===== src/rtl/l2_seq_pkg.sv =====
// ============================================================================
// Module      : l2_seq_pkg
// Description : Shared state encodings, line-alignment helper and group mask
//               for the L2 refill sequencer.
// Revision    : 1.0 - initial release
// ============================================================================
`default_nettype none

package l2_seq_pkg;

    localparam int          c_line_ofs   = 6;
    localparam logic [7:0]  c_group_mask = 8'hF0;

    typedef enum logic [2:0] {
        ST_IDLE    = 3'd0,
        ST_GRANT   = 3'd1,
        ST_WB_TRIG = 3'd2,
        ST_WB_WAIT = 3'd3,
        ST_RD_TRIG = 3'd4,
        ST_RD_WAIT = 3'd5,
        ST_DONE    = 3'd6,
        ST_FAULT   = 3'd7
    } seq_state_t;

    function automatic logic [31:0] align_line(input logic [31:0] addr, input int ofs);
        return addr & ~((32'd1 << ofs) - 32'd1);
    endfunction

endpackage

`default_nettype wire


===== src/rtl/l2_rr_arbiter.sv =====
// ============================================================================
// Module      : l2_rr_arbiter
// Description : Round-robin arbiter; search starts one past the last grant.
// Revision    : 1.0 - initial release
// ============================================================================
`default_nettype none

module l2_rr_arbiter #(
    parameter int NUM_REQ = 2
) (
    input  logic                                       clk,
    input  logic                                       reset_n,
    input  logic [NUM_REQ-1:0]                         i_req,
    input  logic                                       i_advance,
    output logic [NUM_REQ-1:0]                         o_grant,
    output logic [((NUM_REQ > 1) ? $clog2(NUM_REQ) : 1)-1:0] o_grant_idx,
    output logic                                       o_grant_valid
);

    localparam int IDX_W = (NUM_REQ > 1) ? $clog2(NUM_REQ) : 1;

    logic [IDX_W-1:0] r_ptr;
    logic [IDX_W:0]   w_sum;
    logic [IDX_W-1:0] w_pos;

    always_comb begin
        o_grant       = '0;
        o_grant_idx   = '0;
        o_grant_valid = 1'b0;
        w_sum         = '0;
        w_pos         = '0;
        for (int k = 0; k < NUM_REQ; k++) begin
            w_sum = {1'b0, r_ptr} + (IDX_W+1)'(k);
            if (w_sum >= (IDX_W+1)'(NUM_REQ)) begin
                w_sum = w_sum - (IDX_W+1)'(NUM_REQ);
            end
            w_pos = w_sum[IDX_W-1:0];
            if (!o_grant_valid && i_req[w_pos]) begin
                o_grant_valid  = 1'b1;
                o_grant_idx    = w_pos;
                o_grant[w_pos] = 1'b1;
            end
        end
    end

    always_ff @(posedge clk or negedge reset_n) begin
        if (!reset_n) begin
            r_ptr <= '0;
        end else if (i_advance) begin
            r_ptr <= (o_grant_idx == IDX_W'(NUM_REQ - 1)) ? '0 : o_grant_idx + 1'b1;
        end
    end

endmodule

`default_nettype wire


===== src/rtl/l2_refill_sequencer.sv =====
// ============================================================================
// Module      : l2_refill_sequencer
// Description : Services one L2 miss at a time: optional victim write-back,
//               refill, tag update; escalates load-manager faults.
//               Optional counters enabled by macro L2SEQ_STATS_EN.
// Revision    : 1.0 - initial release
// ============================================================================
`default_nettype none

module l2_refill_sequencer
    import l2_seq_pkg::*;
#(
    parameter int NUM_REQ  = 2,
    parameter int LINE_OFS = c_line_ofs
) (
    input  logic                    clk,
    input  logic                    reset_n,
    input  logic [NUM_REQ-1:0]      req_valid,
    input  logic [32*NUM_REQ-1:0]   req_addr,
    input  logic [8*NUM_REQ-1:0]    req_group,
    input  logic [NUM_REQ-1:0]      req_dirty,
    input  logic [32*NUM_REQ-1:0]   req_victim,
    output logic [NUM_REQ-1:0]      req_done,
    output logic                    req_err,
    output logic                    lm_wtrig,
    output logic                    lm_rtrig,
    output logic [31:0]             lm_addr,
    output logic [7:0]              lm_group,
    input  logic                    lm_finish,
    input  logic                    lm_fault,
    output logic                    tag_we,
    output logic [7:0]              tag_group,
    output logic [31:0]             tag_addr,
    output logic                    seq_busy,
`ifdef L2SEQ_STATS_EN
    output logic [31:0]             stat_miss,
    output logic [31:0]             stat_wb,
    output logic [7:0]              stat_fault,
`endif
    output logic                    seq_fault
);

    localparam int IDX_W = (NUM_REQ > 1) ? $clog2(NUM_REQ) : 1;

    seq_state_t          r_state;
    logic [NUM_REQ-1:0]  r_grant;
    logic [31:0]         r_addr;
    logic [31:0]         r_victim;
    logic [7:0]          r_group;
    logic                r_dirty;
    logic [NUM_REQ-1:0]  r_req_done;
    logic                r_req_err;
    logic                r_lm_wtrig;
    logic                r_lm_rtrig;
    logic [31:0]         r_lm_addr;
    logic [7:0]          r_lm_group;
    logic                r_tag_we;
    logic [7:0]          r_tag_group;
    logic [31:0]         r_tag_addr;
    logic                r_seq_busy;
    logic                r_seq_fault;

    logic [NUM_REQ-1:0]  w_arb_grant;
    logic [IDX_W-1:0]    w_arb_idx;
    logic                w_arb_valid;
    logic                w_advance;

    assign w_advance = (r_state == ST_IDLE) && !lm_fault && w_arb_valid;

    l2_rr_arbiter #(
        .NUM_REQ       (NUM_REQ)
    ) u_arb (
        .clk           (clk),
        .reset_n       (reset_n),
        .i_req         (req_valid),
        .i_advance     (w_advance),
        .o_grant       (w_arb_grant),
        .o_grant_idx   (w_arb_idx),
        .o_grant_valid (w_arb_valid)
    );

`ifdef L2SEQ_STATS_EN
    logic [31:0] r_stat_miss;
    logic [31:0] r_stat_wb;
    logic [7:0]  r_stat_fault;
`endif

    always_ff @(posedge clk or negedge reset_n) begin
        if (!reset_n) begin
            r_state     <= ST_IDLE;
            r_grant     <= '0;
            r_addr      <= '0;
            r_victim    <= '0;
            r_group     <= '0;
            r_dirty     <= 1'b0;
            r_req_done  <= '0;
            r_req_err   <= 1'b0;
            r_lm_wtrig  <= 1'b0;
            r_lm_rtrig  <= 1'b0;
            r_lm_addr   <= '0;
            r_lm_group  <= '0;
            r_tag_we    <= 1'b0;
            r_tag_group <= '0;
            r_tag_addr  <= '0;
            r_seq_busy  <= 1'b0;
            r_seq_fault <= 1'b0;
`ifdef L2SEQ_STATS_EN
            r_stat_miss  <= '0;
            r_stat_wb    <= '0;
            r_stat_fault <= '0;
`endif
        end else begin
            r_lm_wtrig <= 1'b0;
            r_lm_rtrig <= 1'b0;
            r_req_done <= '0;
            r_req_err  <= 1'b0;
            r_tag_we   <= 1'b0;
            // A fault wins over a same-cycle finish; a miss already in DONE was completed cleanly.
            if (lm_fault && (r_state != ST_IDLE) && (r_state != ST_FAULT)) begin
                if (r_state != ST_DONE) begin
                    r_req_done <= r_grant;
                    r_req_err  <= 1'b1;
                end
                r_seq_fault <= 1'b1;
                r_state     <= ST_FAULT;
`ifdef L2SEQ_STATS_EN
                if (r_stat_fault != '1) r_stat_fault <= r_stat_fault + 8'd1;
`endif
            end else begin
                case (r_state)
                    ST_IDLE: begin
                        if (lm_fault) begin
                            r_seq_fault <= 1'b1;
                            r_seq_busy  <= 1'b1;
                            r_state     <= ST_FAULT;
`ifdef L2SEQ_STATS_EN
                            if (r_stat_fault != '1) r_stat_fault <= r_stat_fault + 8'd1;
`endif
                        end else if (w_arb_valid) begin
                            r_grant    <= w_arb_grant;
                            r_addr     <= req_addr[32*w_arb_idx +: 32];
                            r_victim   <= req_victim[32*w_arb_idx +: 32];
                            r_group    <= req_group[8*w_arb_idx +: 8];
                            r_dirty    <= req_dirty[w_arb_idx];
                            r_seq_busy <= 1'b1;
                            r_state    <= ST_GRANT;
                        end
                    end
                    ST_GRANT: begin
                        r_lm_group <= r_group & c_group_mask;
                        if (r_dirty) begin
                            r_lm_wtrig <= 1'b1;
                            r_lm_addr  <= align_line(r_victim, LINE_OFS);
                            r_state    <= ST_WB_TRIG;
                        end else begin
                            r_lm_rtrig <= 1'b1;
                            r_lm_addr  <= align_line(r_addr, LINE_OFS);
                            r_state    <= ST_RD_TRIG;
                        end
                    end
                    ST_WB_TRIG: r_state <= ST_WB_WAIT;
                    ST_WB_WAIT: begin
                        if (lm_finish) begin
                            r_lm_rtrig <= 1'b1;
                            r_lm_addr  <= align_line(r_addr, LINE_OFS);
                            r_state    <= ST_RD_TRIG;
`ifdef L2SEQ_STATS_EN
                            if (r_stat_wb != '1) r_stat_wb <= r_stat_wb + 32'd1;
`endif
                        end
                    end
                    ST_RD_TRIG: r_state <= ST_RD_WAIT;
                    ST_RD_WAIT: begin
                        if (lm_finish) begin
                            r_req_done  <= r_grant;
                            r_tag_we    <= 1'b1;
                            r_tag_addr  <= align_line(r_addr, LINE_OFS);
                            r_tag_group <= r_group;
                            r_state     <= ST_DONE;
`ifdef L2SEQ_STATS_EN
                            if (r_stat_miss != '1) r_stat_miss <= r_stat_miss + 32'd1;
`endif
                        end
                    end
                    ST_DONE: begin
                        r_seq_busy <= 1'b0;
                        r_state    <= ST_IDLE;
                    end
                    ST_FAULT: r_state <= ST_FAULT;
                    default:  r_state <= ST_IDLE;
                endcase
            end
        end
    end

    assign req_done  = r_req_done;
    assign req_err   = r_req_err;
    assign lm_wtrig  = r_lm_wtrig;
    assign lm_rtrig  = r_lm_rtrig;
    assign lm_addr   = r_lm_addr;
    assign lm_group  = r_lm_group;
    assign tag_we    = r_tag_we;
    assign tag_group = r_tag_group;
    assign tag_addr  = r_tag_addr;
    assign seq_busy  = r_seq_busy;
    assign seq_fault = r_seq_fault;
`ifdef L2SEQ_STATS_EN
    assign stat_miss  = r_stat_miss;
    assign stat_wb    = r_stat_wb;
    assign stat_fault = r_stat_fault;
`endif

endmodule

`default_nettype wire

===== config.mk =====
export PLATFORM = sky130hd
export DESIGN_NAME = l2_refill_sequencer
export DESIGN_NICKNAME = d
export VERILOG_FILES = /design/src/rtl/l2_seq_pkg.sv /design/src/rtl/l2_rr_arbiter.sv /design/src/rtl/l2_refill_sequencer.sv
export SDC_FILE = /design/constraint.sdc
export NUM_CORES = 1
export LEC_CHECK = 0
export ABC_AREA = 1
export BUFFER_PORTS_ARGS = -buffer_cell sky130_fd_sc_hd__buf_2
export CORE_AREA = 4 4 128 130
export CTS_BUF_LIST = sky130_fd_sc_hd__clkbuf_8 sky130_fd_sc_hd__clkbuf_16
export CTS_CLUSTER_SIZE = 8
export DETAILED_ROUTE_END_ITERATION = 6
export DIE_AREA = 0 0 132 134
export PLACE_DENSITY = 0.71
export SETUP_SLACK_MARGIN = 0.3
export SYNTH_ARGS = -nofsm -noshare
export SYNTH_HDL_FRONTEND = slang
export SYNTH_SLANG_ARGS = --single-unit

===== constraint.sdc =====
create_clock -name clk -period 3.1 [get_ports clk]
set_input_delay 0.62 -clock clk [delete_from_list [all_inputs] [get_ports clk]]
set_output_delay 0.62 -clock clk [all_outputs]
set_load 0.03 [all_outputs]

* Word-level counts from Yosys, hierarchy flattened
Index checks and enable logic that the tools add are counted.
** Word-level totals
- Output and inout port bits :: 88
- Word-level logic and storage cells :: 121
- Input port bits :: 152
- Bits in registers :: 157
** Operators by class
- Shift-type cells :: 3
- Bitwise logic cells :: 3
- Eq/ne operators :: 14
- $lt $le $gt $ge :: 7
- Reductions and logical operators :: 22
- $add $sub $neg :: 4
- Mux-type cells :: 50
** Operator list (number)
- variable part select 64 x 7 -> 32 bit :: 2
- 2-to-1 mux 32 bit :: 2
- case mux 32 bit (2 select lines) :: 1
- 2-to-1 mux 1 bit :: 30
- case mux 3 bit (8 select lines) :: 1
- 2-to-1 mux 3 bit :: 6
- variable part select 16 x 5 -> 8 bit :: 1
- != test 3 bit, second input constant :: 5
- == test 3 bit, second input constant :: 4
- 2-to-1 mux 2 bit :: 6
- AND reduction 3 bit :: 4
- nonzero test 2 bit :: 4
- logical AND 1 bit :: 7
- == test 3 x 2 -> 1 bit, second input constant :: 2
- less-than comparator 1 x 2 -> 1 bit, second input constant :: 3
- != test 4 x 3 -> 1 bit, second input constant :: 1
- case mux 1 bit (2 select lines) :: 2
- AND reduction 2 bit :: 2
- AND reduction 4 bit :: 1
- == test 3 x 1 -> 1 bit, second input constant :: 1
- logical NOT 3 bit :: 1
- nonzero test 3 bit :: 1
- adder 1 x 1 -> 2 bit, second input constant :: 1
- demux 1 bit (select 1 bit) :: 2
- other kinds (9) :: 13

* Depth between registers and ports, before layout
Gate-level depths: netlist (run 1).
- Depth after elaboration :: 12
- Gate-level depth with buffers :: 9
- Gate-level depth less buffers :: 8

* Modules after synthesis
From an unflattened synthesis (run 1), not the netlist that was laid out.
** Unflattened totals
- Cells, all modules :: 750
- Area total of the unflattened synthesis :: 6592.6 µm²
** Modules (own cells, without submodules)
- l2_refill_sequencer :: times used 1, area each 6511.2 µm², cells each 736
- l2_rr_arbiter :: times used 1, area each 81.3 µm², cells each 14

* Worst setup path after synthesis (run 1)
OpenSTA, ideal clock, no wires.
- Path kind :: input-to-reg
- Start :: in req_valid[0]
- End :: reg r_addr[17]
- Slack :: 1542 ps
- Library setup time :: 130 ps
- Arrival :: 1429 ps
- Stages on the path :: 8
- Data required time :: 2970 ps
- Buffers on the path :: 1
- Cell sequence :: nand2_1 > nand2_1 > clkinv_1 > clkbuf_1 > nand2_1 > nand2_1 > nand2_1 > o21ai_0
** Between the ends
- Word-level cells in the longest chain between the ends :: 7
** Ends and longest elaborated chain
- from (decl) :: line l2_refill_sequencer.sv:18 : input logic [NUM_REQ-1:0] req_valid,
- 2-to-1 mux 1 bit (not written as such) (2 in a row) :: line l2_rr_arbiter.sv:38 : if (!o_grant_valid && i_req[w_pos]) begin
- 2-to-1 mux 1 bit :: line l2_rr_arbiter.sv:38
- logical NOT 1 bit :: line l2_rr_arbiter.sv:38
- logical AND 1 bit :: line l2_rr_arbiter.sv:38
- 2-to-1 mux 1 bit :: line l2_rr_arbiter.sv:38
- variable part select 64 x 7 -> 32 bit / AND reduction 4 bit (equally long branches)
- to (signal assigned) :: line l2_refill_sequencer.sv:141 : r_addr <= req_addr[32*w_arb_idx +: 32];
- to (decl) :: line l2_refill_sequencer.sv:47 : logic [31:0] r_addr;
Parallel ways exist; a longest one is shown, timed or not. The select of a mux whose other input is x is not followed.
A chain may end at the register's enable or synchronous reset.

* Final worst setup path (run 1)
- Start :: reg r_state[0]
- End :: reg r_tag_addr[16], in the netlist tag_addr[16]
** Between the ends
- Word-level cells in the longest chain between the ends :: 5
** Ends and longest elaborated chain
- from (decl) :: line l2_refill_sequencer.sv:45 : seq_state_t r_state;
- from (signal assigned) :: line l2_refill_sequencer.sv:90 : r_state <= ST_IDLE;
- from (signal assigned) :: line l2_refill_sequencer.sv:125 : r_state <= ST_FAULT;
- from (signal assigned) :: line l2_refill_sequencer.sv:135 : r_state <= ST_FAULT;
- nonzero test 3 bit :: line l2_refill_sequencer.sv:119 : if (lm_fault && (r_state != ST_IDLE) && (r_state != ST_FAULT)) begin
- logical AND 1 bit (2 in a row) :: line l2_refill_sequencer.sv:119
- inverter 1 bit (no line)
- AND reduction 3 bit (no line) *
- to (signal assigned) :: line l2_refill_sequencer.sv:177 : r_tag_addr <= align_line(r_addr, LINE_OFS);
- to (decl) :: line l2_refill_sequencer.sv:59 : logic [31:0] r_tag_addr;
Mark *: on every way between the ends. The rest lies on a longest branch, timed or not.

==> results of run 1 <==
-- state kept, by name, indices dropped and copies added (netlist names) --
| signal | count |
|---|---|
| tag_addr | 26 |
| tag_group | 8 |
| r_group | 8 |
| seq_fault | 1 |
| req_done | 2 |
| lm_group | 4 |
| r_grant | 2 |
| seq_busy | 1 |
| lm_wtrig | 1 |
| lm_addr | 26 |
| lm_rtrig | 1 |
| tag_we | 1 |
| r_state | 3 |
| r_addr | 26 |
| r_dirty | 1 |
| u_arb.r_ptr | 1 |
| req_err | 1 |
| r_victim | 26 |
-- worst paths after layout --
check	startpoint	to	slack, ns	cells past startpoint
worst max-delay path	r_state[0]	tag_addr[16]	0.92	5
worst min-delay path	reset_n	lm_addr[7]	0.11	1
worst max register to register	r_state[0]	tag_addr[16]	0.92	5
worst min register to register	seq_fault	seq_fault	0.46	2
max in group asynchronous	reset_n	lm_addr[12]	2.17	2
min in group clk	seq_fault	seq_fault	0.46	2
-- metal layers --
layer,vias up,wire length [um]
li1,2927,-
met3,25,997
met1,2535,7010
met4,0,357
met5,-,0
met2,170,7770
-- cell type report --
class | count | area [um2]
inverters | 104 | 390
clock buffers | 22 | 494
fillers | 1481 | 6900
multi-input cells | 556 | 2360
clock inverters | 10 | 161
flip-flops and latches | 139 | 3480
repair buffers | 210 | 1120
well taps | 188 | 235
-- through the flow --
stage               instance area, um2  instances  worst slack, ns  hold slack, ns  utilization (%)
floorplan                         6560        858             1.54           0.324                -
global placement                  7590       1197            0.957           0.445             50.1
detailed placement                7590       1197            0.919           0.453             50.1
CTS                               8240       1229            0.903           0.106             54.4
global route                      8240       1229            0.622           0.120             54.4
finish                            8240       1229            0.922           0.107             54.4
-- worst max-delay path, stage by stage (launching register included) --
cell	delay (ns)
sky130_fd_sc_hd__dfrtp_1	0.54
sky130_fd_sc_hd__nand3_1	0.20
sky130_fd_sc_hd__nand3_2	0.18
sky130_fd_sc_hd__nand3_2	0.54
sky130_fd_sc_hd__buf_12	0.41
sky130_fd_sc_hd__o21ai_0	0.21
-- power groups by stage --
stage	Clock (mW)	Sequential, mW	Combinational, mW
after floorplan	0	1.93	0.231
after global placement	0	1.93	0.389
after detailed placement	0	1.93	0.392
after CTS	2.24	1.90	0.395
after global routing	2.32	1.91	0.453
final	2.20	1.90	0.386
-- cells in the final DEF (no fill, tap or decap) --
cell type	count
sky130_fd_sc_hd__clkinv_4	1
sky130_fd_sc_hd__buf_12	3
sky130_fd_sc_hd__a21oi_1	2
sky130_fd_sc_hd__nand2_1	357
sky130_fd_sc_hd__nor2_1	3
sky130_fd_sc_hd__nor2_4	1
sky130_fd_sc_hd__bufinv_16	4
sky130_fd_sc_hd__o21a_1	1
sky130_fd_sc_hd__nand3_2	2
sky130_fd_sc_hd__nand3_1	11
sky130_fd_sc_hd__clkinv_1	1
sky130_fd_sc_hd__clkbuf_8	5
sky130_fd_sc_hd__conb_1	16
sky130_fd_sc_hd__dfrtp_1	139
sky130_fd_sc_hd__nand4_1	2
sky130_fd_sc_hd__o21ai_1	37
sky130_fd_sc_hd__a21oi_4	1
sky130_fd_sc_hd__o21ai_0	118
sky130_fd_sc_hd__o211ai_1	1
sky130_fd_sc_hd__nor3_4	1
sky130_fd_sc_hd__buf_4	8
sky130_fd_sc_hd__inv_1	101
sky130_fd_sc_hd__clkinvlp_4	3
sky130_fd_sc_hd__inv_2	2
sky130_fd_sc_hd__clkbuf_16	17
sky130_fd_sc_hd__buf_2	198
sky130_fd_sc_hd__nand2_2	3
sky130_fd_sc_hd__buf_6	1
sky130_fd_sc_hd__clkinv_2	2
-- cells by family after synthesis --
logic type      Yosys count  share of synthesized area, %
simple gates            380                          22.8
buf+inv                 163                          11.3
compound gates          160                          12.4
flops                   139                          53.5
other cells               1                        0.0576
==> metrics list, run 1 <==
- STA classifies the critical path endpoint as a flip-flop.
- The first global-routing pass estimated 27.2 mm of wire.
- Combinational power share: 8.6%
- Max clock buf depth: 2
* Overall power: 4.48 mW
- DRC: 0
- Std-Cell Core Area: 15100 um2
- Worst Tran Pin Value: 0.672 ns
- Dominant cells by area after synthesis: sky130_fd_sc_hd__dfrtp_1 53%, sky130_fd_sc_hd__nand2_1 21%, sky130_fd_sc_hd__o21ai_0 9.1%
* Number of max-slew violations in the final report: 0
- Total setup buffers inserted after CTS: 0
* Category of the most critical setup path: flip-flop to flip-flop
* Cell at the root of the clock tree: sky130_fd_sc_hd__clkbuf_16
- For this run, the post-layout net count is 1180.
- Routed Antenna Nets: 0
- Leak: 4.59 nW
- Dividing the detail-routed via count by the number of cells gives ~4.6.
- Global routing finished with a remaining overflow of 0.
- The final-report hold violation count is 0.
- Clock latency on the worst-skew pair, taken at its later pin, is 0.41 ns.
* Global-route met3 utilization: 4.80%
* Pin count of the biggest net entering global routing: 67
* Y dimension of the die: 134 um
* Fraction of final layout cells with drive strength greater than 1: 24.2%
* Diode count: 0
- Summing over every cut layer, the via total after detailed routing is 5657.
- Crit path launch type: flip-flop
* Total CTS buffers: 17
- Part of the total power dissipated in the clock network: 49.0%
- Busiest layer in global routing: met2
- Initial standard-cell utilization of the core: around 43%
- Met1 Usage GRT: 23.9%
- The run finished with clean final reports.
- Number of sinks on the clock net: approximately 140
- Cell internal power was estimated by the tool at between 3 and 4 mW.
- Initial DRC Count: 294
- Initial antenna violation count: 0
- Data required time of the critical path: between 3 and 4 ns
* Peak supply drop: roughly 0.32 mV
* Endpoint arrival time on the critical path: 2.49 ns
- Mean post-synth cell area: just under 8 um2
- After synthesis the cells add up to 6500 um2.
* Post-synthesis sequential area ratio: 53.5%
* Pre-antenna DRT Iters: 4
- Registers are responsible for 42.4% of the overall power.
- Path class of the lowest-slack min-delay path: input pin to asynchronous set/reset pin
- Distinct cell type count of the synthesized netlist: 23
- Routed len/inst: between 10 and 15 um
- # port buffers: 199
- Top cells by count, synth: 359 x sky130_fd_sc_hd__nand2_1, 139 x sky130_fd_sc_hd__dfrtp_1, 118 x sky130_fd_sc_hd__o21ai_0, 101 x sky130_fd_sc_hd__inv_1, 37 x sky130_fd_sc_hd__o21ai_1
* CTS resizes: 0
- Remaining max-slew budget at the tightest pin: 55.2%
- Summed over all layers, the routed wires come to 16.1 mm.
* Async set-or-reset flop fraction in the synthesized netlist: 100%
* Number of global-route vias before repair: between 5000 and 6000
- Number of primary I/O pins: 240
- Routability congestion estimate from global placement: 0.814
* Width of the die: 132 um
- TritonCTS built the clock tree.
- For this design, the CTS-stage hold fixing added 0 buffers.
- Mapped Cells: ~840
- RSZ-0062 raised after global routing: no
* #FFs+latches synth: roughly 140
- For this run, the top clock speed supported by timing is 459 MHz.
* Total number of placement rows: 45
* Areal power density over the cells: roughly 540 nW/um2
- The die covers 17700 um2.
* Met2 capacity usage during global routing: 31.8%
- Count of final setup violators: 0
- Area share of the largest cell type after synthesis: between 50 and 60%
- Number of enable-type register cells in the synthesized netlist: 0
- Clock skew on the completed layout was measured at 0.00703 ns.
- Reg clk slew, reported paths: around 0.060 ns
* H-tree levels: 4
- The most common cell in the synthesized netlist is sky130_fd_sc_hd__nand2_1.
- Summed over all instances, the cell type with the most area after synthesis is sky130_fd_sc_hd__dfrtp_1.
* Max-cap viol count: 0
- Period utilisation layout: 70.3%
* Most used flip-flop cell after synthesis: sky130_fd_sc_hd__dfrtp_1
- Adding up every negative setup slack in the final design gives 0 ns.
* Switching fraction of total power: roughly 23%
* Maximum fanout count along the critical path: 37
- Post-DP HPWL: approximately 11 mm
* Number of warnings reported in the yosys synthesis log: 0
* Switching power: ~1.0 mW
- From synthesis to final layout, the design area changed by 26.7%.
* Gr usage total: 19.0%
* Post-layout minimum cycle time: 2.18 ns
Power figures use the tool's default switching activity.
==> run 2: changes to the inputs <==
--- a/config.mk
+++ b/config.mk
@@ -12,7 +12,7 @@
 export CTS_CLUSTER_SIZE = 8
 export DETAILED_ROUTE_END_ITERATION = 6
 export DIE_AREA = 0 0 132 134
-export PLACE_DENSITY = 0.71
+export PLACE_DENSITY = 0.73
 export SETUP_SLACK_MARGIN = 0.3
 export SYNTH_ARGS = -nofsm -noshare
 export SYNTH_HDL_FRONTEND = slang
==> constraint.sdc (replaced) <==
create_clock -name clk -period 2 [get_ports clk]
set_input_delay 0.4 -clock clk [delete_from_list [all_inputs] [get_ports clk]]
set_output_delay 0.4 -clock clk [all_outputs]
set_load 0.03 [all_outputs]
==> metrics list, run 2 (synthesis results as in run 1) <==
- The cell depth of the worst flop-to-flop path is 7 (was 5).
- Count of non-filler cells in the finished layout: 1239 (was 1229)
- The clock network latency to the later pin of the worst-skew pair was 0.41 ns (about the same).
- Post-DP HPWL: 11.5 mm (about the same)
- The post-detailed-route wirelength per cell was 13.5 um (was 13.1 um).
- The TritonCTS buffer count was 17 (unchanged).
* Max-cap viol count: 0 (unchanged)
* Cell at the root of the clock tree: sky130_fd_sc_hd__clkbuf_16 (unchanged)
* Post-layout minimum cycle time: 1.59 ns (was 2.18 ns)
* Pre-antenna DRT Iters: 4 (unchanged)
- The net switching share of the total power was 24.4% (was 22.5%).
- Max stage delay on crit path: 0.46 ns (was 0.54 ns)
- The port buffer count came to 199 (unchanged).
- The net count reported at finish came to 1190 (was 1180).
- The share of power burned in combinational logic was 9.4% (was 8.6%).
* Wire length of the first global-routing pass: 26.3 mm (was 27.2 mm)
* DRC: 0 (unchanged)
- Hold Vio Cnt, Final: 0 (unchanged)
- The maximum clock path buffer count is 2 (unchanged).
- Category of the most critical setup path: flip-flop to flip-flop (unchanged)
- Crit. End Element: flip-flop (unchanged)
* Endpoint arrival time on the critical path: 1.90 ns (was 2.49 ns)
* Number of sinks on the clock net: 139 (unchanged)
- The initial antenna violation count was 0 (unchanged).
* Peak supply drop: 0.536 mV (was 0.322 mV)
- Fraction of final layout cells with drive strength greater than 1: 24.9% (was 24.2%)
* Initial DRC Count: 319 (was 294)
- The largest net degree at the start of global routing is 81 (was 67).
- The core area was 15100 um2 (unchanged).
* Routed Antenna Nets: 0 (unchanged)
* Number of placed cells counting well taps: 1201 (was 1197)
- The startpoint type of the worst setup path is a flip-flop (unchanged).
- Areal power density over the cells: 781 nW/um2 (was 544 nW/um2)
- The die width is 132 um (unchanged).
- The net switching power of the design came to 1.58 mW (was 1.01 mW).
* RSZ-0062 raised after global routing: no (unchanged)
- H-tree levels: 4 (unchanged)
- Layout Area Growth over Synthesis: 27.4% (was 26.7%)
* Count of vias placed by the detailed router: 5797 (was 5657)
- The most frequent standard cell in the layout excluding fill and tap cells is sky130_fd_sc_hd__nand2_1 (unchanged).
* Count of cell instances traversed by the critical path: 7 (was 5)
- Die Footprint: 17700 um2 (unchanged)
* GRT Residual Overflow: 0 (unchanged)
- Initial standard-cell utilization of the core: 42.9% (unchanged)
* Y dimension of the die: 134 um (unchanged)
- Part of the total power dissipated in sequential elements: 45.5% (was 42.4%)
- The critical path required time came to 2.31 ns (was 3.42 ns).
- The dominant delay contributor by cell family on the critical path is simple AND/OR/NAND/NOR gates (unchanged).
- The classification of the worst-slack hold path is input pin to flip-flop (was input pin to asynchronous set/reset pin).
- TritonCTS clock tree: built (unchanged)
* P_int: 4.89 mW (was 3.47 mW)
* Achievable clock frequency: 628 MHz (was 459 MHz)
- Total number of placement rows: 45 (unchanged)
- The detailed-route vias per instance is 4.68 (was 4.60).
* Diode count: 0 (unchanged)
- Number of global-route vias before repair: 5380 (was 5575)
- Final standard cell utilization of the core: 54.7% (was 54.4%)
* Reg clk slew, reported paths: 0.06 ns (about the same)
- The share of the clock period used by the worst path after layout was 79.6% (was 70.3%).
* Commonest cells after routing, fill and taps aside: 357 x sky130_fd_sc_hd__nand2_1, 198 x sky130_fd_sc_hd__buf_2, 137 x sky130_fd_sc_hd__dfrtp_1, 118 x sky130_fd_sc_hd__o21ai_0, 102 x sky130_fd_sc_hd__inv_1 (was 357 x sky130_fd_sc_hd__nand2_1, 198 x sky130_fd_sc_hd__buf_2, 139 x sky130_fd_sc_hd__dfrtp_1, 118 x sky130_fd_sc_hd__o21ai_0, 101 x sky130_fd_sc_hd__inv_1)
- Series of cell instances along the critical path: nor2_4, nand2_2, nor3_4, buf_4, buf_12, nand2_1, o21a_1 (was nand3_1, nand3_2, nand3_2, buf_12, o21ai_0).
- The static power due to leakage came to 4.62 nW (was 4.59 nW).
* Number of max-slew violations in the final report: 0 (unchanged)
* Cell type of the slowest stage on the worst timing path: sky130_fd_sc_hd__dfrtp_2 (was sky130_fd_sc_hd__dfrtp_1)
- Worst clock skew on the final layout: 0.00673 ns (was 0.00703 ns)
- Maximum fanout count along the critical path: 46 (was 37)
- Total wire length after detailed routing: 16.7 mm (was 16.1 mm)
- The relative contribution of the clock network to total power came to 45.1% (was 49.0%).
* Run status: finished clean (unchanged)
* Setup Total Neg Slack: 0 ns (unchanged)
- Counting instances, the worst hold path has a depth of 5.
* Combined buffer and inverter count along the critical path: 2 (was 1)
- The setup-violating endpoint count in the final report is 0 (unchanged).
* Routability congestion estimate from global placement: 0.821 (was 0.814)
* Number of primary I/O pins: 240 (unchanged)
* Gr usage total: 18.4% (was 19.0%)
## run 2: cell count changes in the layout (fill, tap and decap cells not counted), moves of 2 or more
cell,change
sky130_fd_sc_hd__buf_4,+4
sky130_fd_sc_hd__dfrtp_2,+2
sky130_fd_sc_hd__dfrtp_1,-2
sky130_fd_sc_hd__buf_12,+3
sky130_fd_sc_hd__clkbuf_8,-3
sky130_fd_sc_hd__clkinv_2,+4
sky130_fd_sc_hd__bufinv_16,-3
## run 2: repair_timing
action / 4_1_cts / 5_1_grt
hold buffers: 1 / 0
setup buffers: 0 / 3
resized for setup: 0 / 7
hold endpoints to repair: 45 / 0
setup endpoints to repair: 0 / 25
## run 2: power groups by stage
| stage | sequential (mW) | combinational [mW] | clock, mW |
|---|---|---|---|
| after floorplan | 2.99 | 0.358 | 0 |
| after global placement | 2.99 | 0.611 | 0 |
| after detailed placement | 3.00 | 0.617 | 0 |
| after CTS | 2.95 | 0.624 | 2.99 |
| after global routing | 2.95 | 0.708 | 3.11 |
| final | 2.95 | 0.609 | 2.92 |
## run 2: final timing paths
kind	slack, ns	start	endpoint
worst max-delay path	0.41	r_state[1]	r_grant[1]
worst min-delay path	0.27	req_group[11]	r_group[3]
worst max register to register	0.41	r_state[1]	r_grant[1]
worst min register to register	0.47	seq_fault	seq_fault
max in group asynchronous	0.89	reset_n	r_victim[30]
min in group asynchronous	0.48	reset_n	lm_addr[14]
## run 2: layout make-up
cell class / count / area [um2]
flip-flops and latches: 139 / 3480
fillers: 1444 / 6860
well taps: 188 / 235
clock inverters: 13 / 103
clock buffers: 19 / 453
multi-input cells: 556 / 2360
inverters: 104 / 390
repair buffers: 220 / 1260
## run 2: worst min-delay path, cell delays in order
cell and delay, ns:
sky130_fd_sc_hd__buf_2 0.07, sky130_fd_sc_hd__nand2_1 0.04, sky130_fd_sc_hd__nand2_1 0.05, sky130_fd_sc_hd__nand2_1 0.04, sky130_fd_sc_hd__o21ai_0 0.05
## run 2: metrics by stage
| step | hold WS, ns | cell area, um2 | worst slack, ns | total power, mW |
|---|---|---|---|---|
| after floorplan | 0.104 | 6560 | 0.596 | 3.34 |
| after global placement | 0.371 | 7660 | 0.431 | 3.60 |
| after detailed placement | 0.373 | 7660 | 0.387 | 3.61 |
| after CTS | 0.260 | 8220 | 0.369 | 6.56 |
| after global routing | 0.285 | 8290 | 0.302 | 6.77 |
| final | 0.273 | 8290 | 0.409 | 6.47 |
## run 2: layer usage
metal	global-route usage [%]	wire [um]	vias to the layer above	share of wire (%)
met5	0	0	-	0
met4	7.70	393	0	2.4
met3	4.95	981	26	5.9
met2	29.3	7910	178	47
met1	23.9	7380	2638	44
li1	-	-	2955	-
